`src/rtl/zuc_eia3_mac_if.sv`:
```
// Handshake and result bundle between the EIA3 MAC and its keystream/message sources.
interface zuc_eia3_mac_if;
  logic        start;
  logic [31:0] length;
  logic [31:0] ks_word;
  logic        ks_valid;
  logic        ks_ready;
  logic [31:0] msg_word;
  logic        msg_valid;
  logic        msg_ready;
  logic [31:0] mac;
  logic        mac_valid;
  logic        busy;

  modport master (
    output start, length, ks_word, ks_valid, msg_word, msg_valid,
    input  ks_ready, msg_ready, mac, mac_valid, busy
  );

  modport slave (
    input  start, length, ks_word, ks_valid, msg_word, msg_valid,
    output ks_ready, msg_ready, mac, mac_valid, busy
  );
endinterface

```
`src/rtl/zuc_eia3_mac.sv`:
```
// 128-EIA3 integrity MAC, one message bit per clock over a 64-bit keystream window.
// Build macro EIA3_ZERO_SKIP_EN: jump over all-zero tails of a message word in one cycle.
module zuc_eia3_mac (
  input  logic          clk,
  input  logic          rstn,
  zuc_eia3_mac_if.slave bus
);

  typedef enum logic [2:0] {S_IDLE, S_PRIME0, S_PRIME1, S_RUN, S_FINAL} state_t;

  // 32 keystream bits starting 'off' bits into the window
  function automatic logic [31:0] win32(input logic [63:0] w, input logic [4:0] off);
    logic [63:0] s;
    s = w << off;
    return s[63:32];
  endfunction

  state_t      r_state, w_state_nxt;
  logic [31:0] r_len, w_len_nxt;
  logic [31:0] r_cnt, w_cnt_nxt;
  logic [4:0]  r_b, w_b_nxt;
  logic [31:0] r_mac, w_mac_nxt;
  logic        r_mac_valid, w_mac_valid_nxt;
  logic [63:0] r_w, w_w_nxt;
  logic [31:0] r_t, w_t_nxt;
  logic [31:0] r_word, w_word_nxt;

  logic [4:0]  w_p;
  logic [31:0] w_cur_word;
  logic [31:0] w_hi;
  logic        w_last;
  logic        w_run_go;
  logic        w_ks_ready;
  logic        w_msg_ready;

  assign w_p        = r_len[4:0];
  assign w_cur_word = (r_b == 5'd0) ? bus.msg_word : r_word;
  assign w_hi       = w_cur_word << r_b;
  assign w_last     = (r_cnt + 32'd1) == r_len;
  assign w_run_go   = (r_b == 5'd0)  ? bus.msg_valid :
                      (r_b == 5'd31) ? bus.ks_valid  : 1'b1;

  assign w_ks_ready  = (r_state == S_PRIME0) || (r_state == S_PRIME1) ||
                       ((r_state == S_RUN) && (r_b == 5'd31)) ||
                       ((r_state == S_FINAL) && (w_p != 5'd0));
  assign w_msg_ready = (r_state == S_RUN) && (r_b == 5'd0);

`ifdef EIA3_ZERO_SKIP_EN
  logic [31:0] w_rem;
  logic [31:0] w_span;
  logic        w_skip_full;
  logic        w_skip_tail;

  // w_span: bits left in this word; w_rem: bits left in the message
  assign w_rem       = r_len - r_cnt;
  assign w_span      = 32'd32 - {27'd0, r_b};
  assign w_skip_full = (w_hi == 32'd0) && (r_b != 5'd31) && (w_rem >= w_span);
  assign w_skip_tail = (w_rem < w_span) && ((w_hi >> (32'd32 - w_rem)) == 32'd0);
`endif

  always_comb begin
    w_state_nxt     = r_state;
    w_len_nxt       = r_len;
    w_cnt_nxt       = r_cnt;
    w_b_nxt         = r_b;
    w_mac_nxt       = r_mac;
    w_mac_valid_nxt = 1'b0;
    w_w_nxt         = r_w;
    w_t_nxt         = r_t;
    w_word_nxt      = r_word;
    case (r_state)
      S_IDLE: begin
        if (bus.start) begin
          w_len_nxt   = bus.length;
          w_t_nxt     = 32'd0;
          w_cnt_nxt   = 32'd0;
          w_b_nxt     = 5'd0;
          w_state_nxt = S_PRIME0;
        end
      end
      S_PRIME0: begin
        if (bus.ks_valid) begin
          w_w_nxt[63:32] = bus.ks_word;
          w_state_nxt    = S_PRIME1;
        end
      end
      S_PRIME1: begin
        if (bus.ks_valid) begin
          w_w_nxt[31:0] = bus.ks_word;
          w_state_nxt   = (r_len == 32'd0) ? S_FINAL : S_RUN;
        end
      end
      S_RUN: begin
        if (w_run_go) begin
          if (r_b == 5'd0) w_word_nxt = bus.msg_word;
          if (w_hi[31]) w_t_nxt = r_t ^ win32(r_w, r_b);
          if (r_b == 5'd31) w_w_nxt = {r_w[31:0], bus.ks_word};
          w_cnt_nxt = r_cnt + 32'd1;
          w_b_nxt   = r_b + 5'd1;
          if (w_last) w_state_nxt = S_FINAL;
`ifdef EIA3_ZERO_SKIP_EN
          // Remaining bits are zero: stop one short of the word end so the
          // keystream shift still happens on the b==31 cycle.
          if (w_skip_full) begin
            w_cnt_nxt = r_cnt + {27'd0, 5'd31 - r_b};
            w_b_nxt   = 5'd31;
          end else if (w_skip_tail) begin
            w_state_nxt = S_FINAL;
          end
`endif
        end
      end
      S_FINAL: begin
        if ((w_p == 5'd0) || bus.ks_valid) begin
          w_mac_nxt       = r_t ^ win32(r_w, w_p) ^
                            ((w_p == 5'd0) ? r_w[31:0] : bus.ks_word);
          w_mac_valid_nxt = 1'b1;
          w_state_nxt     = S_IDLE;
        end
      end
      default: w_state_nxt = S_IDLE;
    endcase
  end

  always_ff @(posedge clk or negedge rstn) begin
    if (!rstn) begin
      r_state     <= S_IDLE;
      r_len       <= 32'd0;
      r_cnt       <= 32'd0;
      r_b         <= 5'd0;
      r_mac       <= 32'd0;
      r_mac_valid <= 1'b0;
    end else begin
      r_state     <= w_state_nxt;
      r_len       <= w_len_nxt;
      r_cnt       <= w_cnt_nxt;
      r_b         <= w_b_nxt;
      r_mac       <= w_mac_nxt;
      r_mac_valid <= w_mac_valid_nxt;
    end
  end

  // Datapath registers are always (re)loaded before use, so they carry no reset
  always_ff @(posedge clk) begin
    r_w    <= w_w_nxt;
    r_t    <= w_t_nxt;
    r_word <= w_word_nxt;
  end

  assign bus.ks_ready  = w_ks_ready;
  assign bus.msg_ready = w_msg_ready;
  assign bus.mac       = r_mac;
  assign bus.mac_valid = r_mac_valid;
  assign bus.busy      = (r_state != S_IDLE);

endmodule
```
`src/flat_wrapper.sv`:
```
// flat-port wrapper written by rule: the top's interface ports become plain ports
module zuc_eia3_mac_flat 
  (clk, rstn, bus_start, bus_length, bus_ks_word, bus_ks_valid, bus_msg_word, bus_msg_valid, bus_ks_ready, bus_msg_ready, bus_mac, bus_mac_valid, bus_busy);
  zuc_eia3_mac_if bus_i ();
  input  logic clk;
  input  logic rstn;
  input wire logic [$bits(bus_i.start)-1:0] bus_start;
  input wire logic [$bits(bus_i.length)-1:0] bus_length;
  input wire logic [$bits(bus_i.ks_word)-1:0] bus_ks_word;
  input wire logic [$bits(bus_i.ks_valid)-1:0] bus_ks_valid;
  input wire logic [$bits(bus_i.msg_word)-1:0] bus_msg_word;
  input wire logic [$bits(bus_i.msg_valid)-1:0] bus_msg_valid;
  output wire logic [$bits(bus_i.ks_ready)-1:0] bus_ks_ready;
  output wire logic [$bits(bus_i.msg_ready)-1:0] bus_msg_ready;
  output wire logic [$bits(bus_i.mac)-1:0] bus_mac;
  output wire logic [$bits(bus_i.mac_valid)-1:0] bus_mac_valid;
  output wire logic [$bits(bus_i.busy)-1:0] bus_busy;
  assign bus_i.start = bus_start;
  assign bus_i.length = bus_length;
  assign bus_i.ks_word = bus_ks_word;
  assign bus_i.ks_valid = bus_ks_valid;
  assign bus_i.msg_word = bus_msg_word;
  assign bus_i.msg_valid = bus_msg_valid;
  assign bus_ks_ready = bus_i.ks_ready;
  assign bus_msg_ready = bus_i.msg_ready;
  assign bus_mac = bus_i.mac;
  assign bus_mac_valid = bus_i.mac_valid;
  assign bus_busy = bus_i.busy;
  zuc_eia3_mac u_core (.clk(clk), .rstn(rstn), .bus(bus_i));
endmodule
```
`config.mk`:
```
export PLATFORM = sky130hd
export DESIGN_NAME = zuc_eia3_mac_flat
export DESIGN_NICKNAME = d
export VERILOG_FILES = /design/src/rtl/zuc_eia3_mac_if.sv /design/src/rtl/zuc_eia3_mac.sv /design/src/flat_wrapper.sv
export SDC_FILE = /design/constraint.sdc
export NUM_CORES = 1
export LEC_CHECK = 0
export CAP_MARGIN = 20
export CELL_PAD_IN_SITES_DETAIL_PLACEMENT = 1
export CELL_PAD_IN_SITES_GLOBAL_PLACEMENT = 1
export CORE_UTILIZATION = 40
export CTS_CLUSTER_DIAMETER = 60
export DETAILED_ROUTE_END_ITERATION = 8
export MAX_ROUTING_LAYER = met4
export PLACE_DENSITY = 0.69
export SYNTH_ARGS = -nofsm -noshare
export SYNTH_HDL_FRONTEND = slang
export SYNTH_SLANG_ARGS = --single-unit
```
`constraint.sdc`:
```
create_clock -name clk -period 6.9 [get_ports clk]
set_clock_uncertainty 0.1 [all_clocks]
set_input_delay 1.38 -clock clk [delete_from_list [all_inputs] [get_ports clk]]
set_output_delay 1.38 -clock clk [all_outputs]
set_load 0.01 [all_outputs]
```
# Word-level counts from Yosys, hierarchy flattened
# Index checks and enable logic that the tools add are counted.
totals:
  regBits: 233
  latchBits: 0
  mem_bits_rw: 0
  mem_bits_ro: 0
  in_bits: 101
  out_inout_bits: 36
  wordCells: 84
  memories: 0
op_classes:
  addsub: 2
  n_mul: 0
  div_mod_pow: 0
  n_lt_le_gt_ge: 0
  n_eq_ne: 14
  shifts: 3
  n_mux: 28
  bitwise_logic: 3
  n_reduce_logical: 24
op_table:
  columns: ["op", "n"]
  rows:
  - ["case mux 32 bit (2 select lines)", 4]
  - ["two-way mux 32 bit", 7]
  - ["two-way mux 64 bit", 2]
  - ["left shift 64 x 5 -> 64 bit", 2]
  - ["bitwise XOR 32 bit", 3]
  - ["adder 32 x 1 -> 32 bit, second input constant", 1]
  - ["equality test 32 bit", 1]
  - ["zero test 32 bit", 1]
  - ["left shift 32 x 5 -> 32 bit", 1]
  - ["two-way mux 3 bit", 7]
  - ["case mux 3 bit (5 select lines)", 1]
  - ["AND reduction 4 bit", 3]
  - ["zero test 5 bit", 2]
  - ["two-way mux 5 bit", 2]
  - ["inequality test 2 bit, second input constant", 5]
  - ["case mux 5 bit (2 select lines)", 1]
  - ["equality test 3 x 2 -> 1 bit, second input constant", 2]
  - ["inequality test 2 x 1 -> 1 bit, second input constant", 3]
  - ["AND reduction 2 bit", 3]
  - ["AND reduction 6 bit", 1]
  - ["nonzero test 2 bit", 3]
  - ["adder 5 x 1 -> 5 bit, second input constant", 1]
  - ["equality test 5 bit, second input constant", 1]
  - ["nonzero test 5 bit", 1]
  - ["other kinds (8)", 16]

# Depth between registers and ports, before layout
# Gate-level depths: netlist of the first run.
logic_depth:
  ltp_word: 6
  mapped_depth: 16
  ltp_nobuf: 11

# Worst setup path after synthesis of the first run
# No wires, ideal clock.
synth_path:
  kind: "flip-flop to flip-flop"
  startpoint: "register u_core.r_b[0]"
  endpoint: "register u_core.r_w[0], enable pin"
  setup_time_ps: 461
  arrival_ps: 4651
  required_time_ps: 6339
  path_slack_ps: 1687
  stages_incl_launch_ff: 12
  path_buffers: 5
  period_less_slack_ps: 5213
  path_cell_list: "dfrtp_1 -> buf_2 -> buf_2 -> buf_2 -> buf_2 -> inv_1 -> ha_1 -> nor4b_1 -> buf_2 -> mux2i_1 -> and2_1 -> nor3_1"
synth_via:
  elab_chain_len: 5
  elab_cells_between_ends: 7
  classes_between: "eq/ne (3); mux (2); reduce/logical (2)"
synth_lines:
  columns: ["item", "line", "source"]
  rows:
  - ["start, declared", "zuc_eia3_mac.sv:21", "logic [4:0] r_b, w_b_nxt;"]
  - ["start signal, assigned", "zuc_eia3_mac.sv:137", "r_b <= w_b_nxt;"]
  - ["equality test 5 bit", "zuc_eia3_mac.sv:41, zuc_eia3_mac.sv:97", null]
  - ["two-way mux 1 bit", "zuc_eia3_mac.sv:41", "(r_b == 5'd31) ? bus.ks_valid : 1'b1;"]
  - ["two-way mux 1 bit", "zuc_eia3_mac.sv:40", "assign w_run_go = (r_b == 5'd0) ? bus.msg_valid :"]
  - ["inequality test 2 x 1 -> 1 bit (no line)", null, null]
  - ["AND reduction 4 bit (no line) *", null, null]
  - ["end signal, assigned", "zuc_eia3_mac.sv:145", "r_w <= w_w_nxt;"]
  - ["end, declared", "zuc_eia3_mac.sv:24", "logic [63:0] r_w, w_w_nxt;"]
# Every way passes the cells marked *; elsewhere a longest branch is shown, timed or not.
# A chain may end at the register's enable or synchronous reset.

# Final worst setup path of the first run
layout_path:
  startpoint: "register u_core.r_b[1]"
  endpoint: "output port bus_ks_ready"
layout_via:
  elab_chain_len: 4
layout_lines:
  columns: ["item", "line", "source"]
  rows:
  - ["equality test 5 bit", "zuc_eia3_mac.sv:44", "((r_state == S_RUN) && (r_b == 5'd31)) ||"]
  - ["logical AND 1 bit", "zuc_eia3_mac.sv:44", null]
  - ["logical OR 1 bit", "zuc_eia3_mac.sv:43", "assign w_ks_ready = (r_state == S_PRIME0) || (r_state == S_PRIME1) ||"]
  - ["logical OR 1 bit", "zuc_eia3_mac.sv:44", null]
  - ["end, declared", "flat_wrapper.sv:13", "output wire logic [$bits(bus_i.ks_ready)-1:0] bus_ks_ready;"]
# Every way passes these cells.

==> results of run 1 <==
synthesized netlist by cell type, types with 3 or more instances:
library cell | number | share of area, %
a211oi_1 | 6 | 0.25
a21oi_1 | 47 | 1.3
a31oi_1 | 6 | 0.21
and2_1 | 6 | 0.21
and3_1 | 11 | 0.39
and4_1 | 7 | 0.35
buf_1 | 20 | 0.42
buf_2 | 28 | 0.79
clkbuf_1 | 86 | 1.8
dfrtp_1 | 105 | 15
edfxtp_1 | 128 | 22
ha_1 | 4 | 0.28
inv_1 | 15 | 0.32
mux2_2 | 99 | 6.3
mux2i_1 | 128 | 7.2
mux4_2 | 126 | 16
nand2_1 | 344 | 7.3
nand2b_1 | 7 | 0.25
nand3_1 | 18 | 0.51
nand4_1 | 17 | 0.60
nor2_1 | 118 | 2.5
nor2b_1 | 4 | 0.14
nor3_1 | 15 | 0.42
nor3_2 | 3 | 0.17
nor4_1 | 19 | 0.67
o211ai_1 | 19 | 0.80
o21a_1 | 5 | 0.21
o21ai_0 | 139 | 3.9
o22ai_1 | 3 | 0.11
o311ai_0 | 4 | 0.20
o31ai_1 | 11 | 0.47
or2_2 | 6 | 0.21
or3_1 | 4 | 0.14
or4_1 | 3 | 0.13
xnor2_1 | 95 | 4.7
xor2_1 | 39 | 1.9
flip-flops by register name (all words and copies together), names as in the netlist:
register / cells
u_core.bus.mac_valid: 1
u_core.r_w: 64
u_core.r_word: 32
u_core.r_b: 5
u_core.r_len: 32
u_core.bus.mac: 32
u_core.r_state: 3
u_core.r_cnt: 32
u_core.r_t: 32
stage by stage:
stage                     util [%]  total power, mW  cells  hold WS (ns)
after floorplan                  -             7.12   1737         0.370
after global placement        45.0             8.71   2346         0.361
after detailed placement      45.0             8.87   2346         0.369
after CTS                     47.4             10.6   2404         0.380
after global routing          47.5             11.2   2406         0.407
final                         47.5             10.5   2406         0.372
cells in the final DEF, fill, tap and decap left out, types with 5 or more instances in the layout:
cell type | synthesis | layout
nand2_1 | 344 | 343
o21ai_0 | 139 | 138
clkdlybuf4s50_1 | 0 | 135
mux2i_1 | 128 | 128
edfxtp_1 | 128 | 128
mux4_2 | 126 | 126
nor2_1 | 118 | 117
mux2_2 | 99 | 99
dfrtp_1 | 105 | 96
xnor2_1 | 95 | 95
a21oi_1 | 47 | 47
xor2_1 | 39 | 39
clkbuf_16 | 0 | 32
buf_4 | 2 | 26
o211ai_1 | 19 | 19
nor4_1 | 19 | 19
nand3_1 | 18 | 18
nand4_1 | 17 | 17
inv_1 | 15 | 14
nor3_1 | 15 | 13
and3_1 | 11 | 11
o31ai_1 | 11 | 11
nand2b_1 | 7 | 7
and4_1 | 7 | 7
dfrtp_2 | 0 | 7
or2_2 | 6 | 6
a211oi_1 | 6 | 6
and2_1 | 6 | 6
a31oi_1 | 6 | 6
clkbuf_1 | 86 | 6
o21a_1 | 5 | 5
nor3_2 | 3 | 5
clkbuf_8 | 0 | 5
worst max path at each step:
stage                      to  depth (start not counted)
3_3_place_gp   u_core.r_t[25]                         10
5_1_grt          bus_ks_ready                          7
3_5_place_dp   u_core.r_t[30]                         10
4_1_cts          bus_ks_ready                          7
6_report         bus_ks_ready                          7
2_1_floorplan   u_core.r_w[0]                         11
kinds of logic after synthesis:
group,after synthesis
mux,353
flops,233
buf+inv,154
xor+xnor,135
compound gates,263
fa+ha+maj,4
simple gates,595
layer usage:
metal / vias up / global-route usage [%] / wire length (um)
li1: 6501 / - / -
met1: 7352 / 33.7 / 23900
met2: 504 / 45.1 / 29300
met3: 108 / 3.59 / 3380
met4: 0 / 8.48 / 2000
met5: - / - / 0
worst register-to-register path: cells and delay by family (launching register included):
kind / cells / cell delay (ns)
AOI/OAI and AO/OA: 1 / 0.15
adders and majority gates: 1 / 0.18
buffers and inverters: 3 / 0.95
DFF: 1 / 0.72
muxes: 2 / 0.90
and+or+nand+nor: 4 / 0.69
power groups by stage:
stage | logic (mW) | registers (mW) | clock network, mW
floorplan | 4.72 | 2.40 | 0
global placement | 5.99 | 2.72 | 0
detailed placement | 6.12 | 2.75 | 0
CTS | 6.16 | 2.73 | 1.69
global route | 6.68 | 2.78 | 1.73
finish | 6.16 | 2.74 | 1.64
layout make-up:
cell class                 count  area (um2)
fill                        4803       22800
multi-input combinational   1350       10700
sequential                   233        6490
timing repair buffer         162        1570
clock buffer                  43         892
tap                          585         732
clock inverter                15         160
inverter                      17        63.8
antenna                        1        2.50
==> metrics.yaml, run 1 <==
outcome:
  outcome: "completed"
cells_and_area:
  nets: 1900
  syn_to_final_growth_pct: 16.1
  final_area_um2: 20600
  final_layout_size_suffix_gt1_share_pct: 18.6
timing:
  slew_headroom_pct: 26.9
  worst_pin_slew_ns: 1.10
  drv_slew: 0
  min_period_over_period_pct: 69.6
  tns_ns: 0
  rsz0062_at_grt: "no"
  fmax_ghz: 0.208
  finalSetupViolCount: 0
  setup_ws_ns: 2.10
  period_minus_slack_ns: 4.80
  finalHoldViolCount: 0
pwr:
  p_seq_share_pct: 26.0
  irDropWorstVdd_mv: 0.315
  p_sw_mw: 4.67
  p_leak_nw: 7.56
  p_per_area_nw_per_um2: 512
  swShare_pct: 44.3
  p_int_mw: 5.87
  share_comb_of_total_power_pct: 58.4
  power_frac_clock_pct: 15.6
global_route:
  grt_usage_pct: 26.9
  first_global_vias: 14800
  grt-ovfl-total: 0
  grt_max_degree: 80
  grt_pass1_wl_um: 89500
  antenna_found_initial: 1
yosys:
  synthesis.area_um2: 17700
  synth_edf_count: 128
  synth_compound_area_share_pct: 8.62
  synth_fa_ha_area_share_pct: 0.282
  ys.flop_type: "edfxtp_1"
  synth_xor_area_share_pct: 6.75
  ys_seq_elements: 233
  synthArstFlopShare_pct: 45.1
  yosys.area_share.simple_pct: 14.8
  syn_nets: 1842
  synth_cell_types: 66
  synth_mux_area_share_pct: 29.5
  syn_area_per_cell_um2: 10.2
  syn_inst: 1737
  synth_top_family_by_area: "multiplexers"
  seq_area_frac_synth_pct: 36.5
  synth-warning-count: 0
route:
  num_vias: 14500
  wl_per_cell_um: 24.3
  avgViaCountPerCell: 6.01
  drt_iter0_markers: 985
  routed_wirelength_um: 58600
  drt_drc_violations_left: 0
  ant_nets: 0
  dr.pass1.iters: 7
placed_design:
  dpl.hpwl_um: 42300
  gp_congestion: 0.908
  place_ws_ns: 2.57
  port_buffers: 136
  dpl_cell_area_um2: 19500
worst_setup_path:
  slowest_stage: "buf_4"
  rrSetupSlack_ns: 2.88
  worstSetupStartpointType: "flop"
  critPathTopFamily: "buffers and inverters"
  crit_start: "u_core.r_b[1]"
  path_class: "reg2out"
  crit_top_cell: "ha_1"
  cp.arrival_ns: 3.32
  cp_data_required_time_ns: 5.42
  worstReg2RegStart: "u_core.r_b[0]"
  worst-path-buf-inv: 2
  crit_path_end_kind: "output pin"
  r2r-end: "u_core.r_t[25]"
  rr_worst_depth: 11
  cpPeakStageDelay_ns: 0.68
  crit_chain: "buf_4 -> ha_1 -> and3_1 -> ha_1 -> o21bai_1 -> o22ai_1 -> clkdlybuf4s50_1"
  path_max_fanout: 66
clocking:
  cts_tree: "yes"
  ctsResizeCount: 0
  cts_setup_buffers: 0
  clock_sinks: 233
  cts.path.max_buffers: 3
  cts.clk_slew.worst_paths_ns: 0.06
  clock-root-buffer: "clkbuf_16"
  clock_latency_ns: 0.61
  cts_made_buffers: 31
  hold_buffers: 0
  cts_htree_levels: 1
min_path:
  hold_class: "reg2reg"
  hold-path-endpoint: "u_core.bus.mac[19]"
  hold_start: "u_core.bus.mac[19]"
  min_delay_path_depth: 2
flow_run:
  drv_cap: 0
floorplan:
  row_count: 76
  dieArea_um2: 45200
  die_h_um: 213
  ios: 137
  core-area_um2: 43400
  floorplan.initialDensity_pct: 40.9
  fp.dieW_um: 213
Note: power is estimated with default switching activity, not from simulation.
==> run 2: changes to the inputs <==
Settings changed: PLACE_DENSITY 0.69 to 0.71.
Clock period 6.9 ns to 4.3 ns, I/O delays scaled along.
==> metrics.yaml, run 2 (synthesis gave the netlist of run 1 again) <==
outcome:
  outcome: "completed"
route:
  wl_per_cell_um: 24.9
  dr.pass1.iters: 4
  avgViaCountPerCell: 6.05
  num_vias: 14600
  drt_iter0_markers: 1024
  routed_wirelength_um: 60100
  drt_drc_violations_left: 0
  ant_nets: 0
clocking:
  cts_made_buffers: 35
  clock_sinks: 233
  cts_tree: "yes"
  clock-root-buffer: "clkbuf_16"
  cts.clk_slew.worst_paths_ns: 0.06
  clock_latency_ns: 0.56
  cts_htree_levels: 2
  cts_setup_buffers: 0
  hold_buffers: 0
  cts.path.max_buffers: 3
  ctsResizeCount: 0
pwr:
  power_frac_clock_pct: 16.5
  p_seq_share_pct: 25.2
  p_sw_mw: 7.65
  p_int_mw: 9.59
  p_per_area_nw_per_um2: 832
  swShare_pct: 44.4
  p_leak_nw: 7.64
  irDropWorstVdd_mv: 0.403
  share_comb_of_total_power_pct: 58.2
  finalPower_mw: 17.2
worst_setup_path:
  crit_chain: "inv_1 -> ha_1 -> nor4b_2 -> buf_4 -> and3_1 -> clkdlybuf4s50_1"
  rr_worst_depth: 11
  path_class: "reg2out"
  worstReg2RegStart: "u_core.r_b[0]"
  cp.arrival_ns: 2.89
  slowest_stage: "dfrtp_4"
  r2r-end: "u_core.r_cnt[27]"
  path_max_fanout: 36
  crit_path_end_kind: "output pin"
  cp_data_required_time_ns: 3.34
  rrSetupSlack_ns: 0.63
  worstSetupStartpointType: "flop"
  cpPeakStageDelay_ns: 0.58
floorplan:
  ios: 137
  fp.dieW_um: 213
  dieArea_um2: 45200
  core-area_um2: 43400
  die_h_um: 213
  row_count: 76
  floorplan.initialDensity_pct: 40.9
placed_design:
  gp_congestion: 0.916
  place_inst: 2350
  dpl.hpwl_um: 42900
  port_buffers: 136
timing:
  rsz0062_at_grt: "no"
  finalHoldViolCount: 0
  fmax_ghz: 0.260
  min_period_over_period_pct: 89.6
  period_minus_slack_ns: 3.85
  finalSetupViolCount: 0
  drv_slew: 0
  worst_pin_slew_ns: 1.05
  slew_headroom_pct: 29.8
global_route:
  antenna_found_initial: 3
  grt_use_met1_pct: 35.4
  grt-ovfl-total: 0
  grt_usage_pct: 27.8
  grt_use_met3_pct: 4.33
  grt_pass1_wl_um: 91400
  use_met2_pct: 44.9
  grt_max_degree: 80
  busiest_layer: "met2"
  first_global_vias: 15000
cells_and_area:
  top_register: "u_core.r_w"
  final_layout_size_suffix_gt1_share_pct: 18.9
  largest_register_ffs: 64
  nets: 1907
  layout_common_cells: "343 x nand2_1, 138 x o21ai_0, 135 x clkdlybuf4s50_1"
  syn_to_final_growth_pct: 16.8
  layout_commonest_cell: "nand2_1"
  finalNonFillerCells: 2417
min_path:
  hold_class: "in2async"
flow_run:
  drv_cap: 0
-- run 2: worst max-delay path: cells and delay by family (launching register included) --
kind | cells | cell delay (ns)
simple gates | 2 | 0.45
flops | 1 | 0.58
buf+inv | 3 | 1.15
fa+ha+maj | 1 | 0.16
-- run 2: area by class of cell --
class | count | area (um2)
Inverter | 17 | 63.8
Tap cell | 585 | 732
Timing Repair Buffer | 165 | 1600
Multi-Input combinational cell | 1350 | 10700
Clock inverter | 17 | 146
Sequential cell | 233 | 6490
Fill cell | 4773 | 22600
Clock buffer | 47 | 1000
Antenna cell | 3 | 7.51
-- run 2: stage by stage --
stage               setup slack (ns)  hold slack [ns]  util (%)  TNS (ns)  cell area [um2]
detailed placement             0.594            0.370      45.1         0            19600
global placement               0.772            0.360      45.1         0            19600
floorplan                     -0.720            0.370         -    -46.11            17700
global route                   0.293            0.244      47.8         0            20700
CTS                            0.392            0.215      47.8         0            20700
finish                         0.449            0.216      47.8         0            20700
-- run 2: worst max path at each step --
stage | startpoint | endpoint | slack [ns] | depth (start not counted)
floorplan | u_core.r_b[0] | u_core.r_w[0] | -0.72 | 11
global placement | bus_ks_valid | u_core.r_cnt[13] | 0.77 | 8
detailed placement | u_core.r_b[0] | u_core.r_cnt[14] | 0.59 | 10
CTS | u_core.r_b[0] | bus_msg_ready | 0.39 | 6
global route | u_core.r_b[0] | bus_msg_ready | 0.29 | 6
finish | u_core.r_b[0] | bus_msg_ready | 0.45 | 6
-- run 2: layer usage --
| layer | vias to the layer above | wire [um] |
|---|---|---|
| li1 | 6520 | - |
| met1 | 7504 | 25400 |
| met2 | 488 | 29100 |
| met3 | 110 | 3620 |
| met4 | 0 | 2020 |
| met5 | - | 0 |
-- run 2: power by group through the flow --
stage                     logic, mW  clock network (mW)  registers, mW
after floorplan                7.59                   0           3.84
after global placement         9.75                   0           4.32
after detailed placement       9.98                   0           4.36
after CTS                      10.1                2.91           4.33
after global routing           10.8                2.99           4.43
final                          10.0                2.85           4.35
==> run 3: changes to the inputs <==
Settings changed: CORE_ASPECT_RATIO set to 0.75.
==> metrics.yaml, run 3 (synthesis gave the netlist of run 1 again) <==
timing:
  finalSetupViolCount: 0
  slew_headroom_pct: 31.3
  period_minus_slack_ns: 3.77
  whs_ns: 0.296
  finalHoldViolCount: 0
  setup_ws_ns: 0.528
  fmax_ghz: 0.265
  rsz0062_at_grt: "no"
  min_period_over_period_pct: 87.7
  worst_pin_slew_ns: 1.03
  drv_slew: 0
  tns_ns: 0
flow_run:
  drv_cap: 0
worst_setup_path:
  cpPeakStageDelay_ns: 0.58
  path_class: "reg2out"
  cp.arrival_ns: 2.81
  slowest_stage: "dfrtp_4"
  path_max_fanout: 36
  crit_chain: "inv_1 -> ha_1 -> nor4b_2 -> buf_12 -> and3_1 -> clkdlybuf4s50_1"
  worstSetupStartpointType: "flop"
  crit_path_end_kind: "output pin"
  worst-path-buf-inv: 3
  critPathTopFamily: "buffers and inverters"
  cp_data_required_time_ns: 3.34
global_route:
  grt_max_degree: 80
  grt-ovfl-total: 0
  grt_pass1_wl_um: 94000
  first_global_vias: 14800
  antenna_found_initial: 1
  grt_usage_pct: 28.5
clocking:
  clock_sinks: 233
  clock_latency_ns: 0.57
  ctsResizeCount: 0
  cts_setup_buffers: 0
  cts_htree_levels: 1
  hold_buffers: 0
  clock-root-buffer: "clkbuf_16"
  cts.path.max_buffers: 3
  cts_made_buffers: 29
  cts_tree: "yes"
  cts.clk_slew.worst_paths_ns: 0.06
floorplan:
  ios: 137
  core-area_um2: 43500
  die_h_um: 184
  floorplan.initialDensity_pct: 40.7
  row_count: 66
  fp.dieW_um: 245
  dieArea_um2: 45200
route:
  routed_wirelength_um: 62500
  num_vias: 15000
  avgViaCountPerCell: 6.23
  wl_per_cell_um: 26.0
  dr.pass1.iters: 5
  ant_nets: 0
  drt_drc_violations_left: 0
  drt_iter0_markers: 1463
cells_and_area:
  top_register: "u_core.r_w"
  finalNonFillerCells: 2402
  multi_input_area_um2: 10700
  final_area_um2: 20500
  layout_common_cells: "343 x nand2_1, 138 x o21ai_0, 135 x clkdlybuf4s50_1"
  fill_cells: 4690
  largest_register_ffs: 64
  fin_util_pct: 47.2
  syn_to_final_growth_pct: 15.8
  layout_commonest_cell: "nand2_1"
  final_layout_size_suffix_gt1_share_pct: 18.7
  nets: 1907
  seq_area_um2: 6490
placed_design:
  place_ws_ns: 0.656
  dpl.hpwl_um: 45400
  place_inst: 2348
  port_buffers: 136
  gp_congestion: 0.915
  dpl_cell_area_um2: 19600
pwr:
  p_leak_nw: 7.56
  p_per_area_nw_per_um2: 825
  finalPower_mw: 16.9
  irDropWorstVdd_mv: 0.422
min_path:
  hold_class: "in2async"
outcome:
  outcome: "completed"
run 3: cell types whose count changed in the layout (fill, tap and decap cells not counted), sizes merged:
cell    previous run  this run
bufinv             1         2
clkbuf            47        33
buf               30        36
clkinv            11        12
diode              3         1
run 3: worst paths after layout:
check / startpoint / to / slack [ns] / cells past startpoint
worst max-delay path: u_core.r_b[0] / bus_msg_ready / 0.53 / 6
worst min-delay path: rstn / u_core.r_len[30] / 0.30 / 1
worst max register to register: u_core.r_cnt[1] / u_core.r_state[1] / 0.67 / 8
worst min register to register: u_core.bus.mac[11] / u_core.bus.mac[11] / 0.38 / 2
max in group asynchronous: rstn / u_core.bus.mac[9] / 2.77 / 2
min in group clk: u_core.bus.mac[11] / u_core.bus.mac[11] / 0.38 / 2
run 3: power breakdown:
part | leakage, nW | internal, mW | switching [mW]
Combinational | 4.55 | 4.51 | 5.60
Sequential | 2.57 | 3.40 | 1.04
Clock | 0.441 | 1.36 | 1.02
run 3: routing by layer:
| metal | track usage [%] | part of all wire [%] |
|---|---|---|
| met5 | - | 0 |
| met4 | 5.98 | 2.0 |
| met3 | 5.91 | 10 |
| met2 | 39.3 | 42 |
| met1 | 42.5 | 46 |
run 3: cell type report:
| type | count | share of cell area [%] |
|---|---|---|
| Antenna cell | 1 | 0.0122 |
| Timing Repair Buffer | 171 | 8.12 |
| Sequential cell | 233 | 31.6 |
| Tap cell | 578 | 3.52 |
| Clock inverter | 19 | 0.786 |
| Multi-Input combinational cell | 1350 | 52.0 |
| Inverter | 17 | 0.311 |
| Clock buffer | 33 | 3.61 |
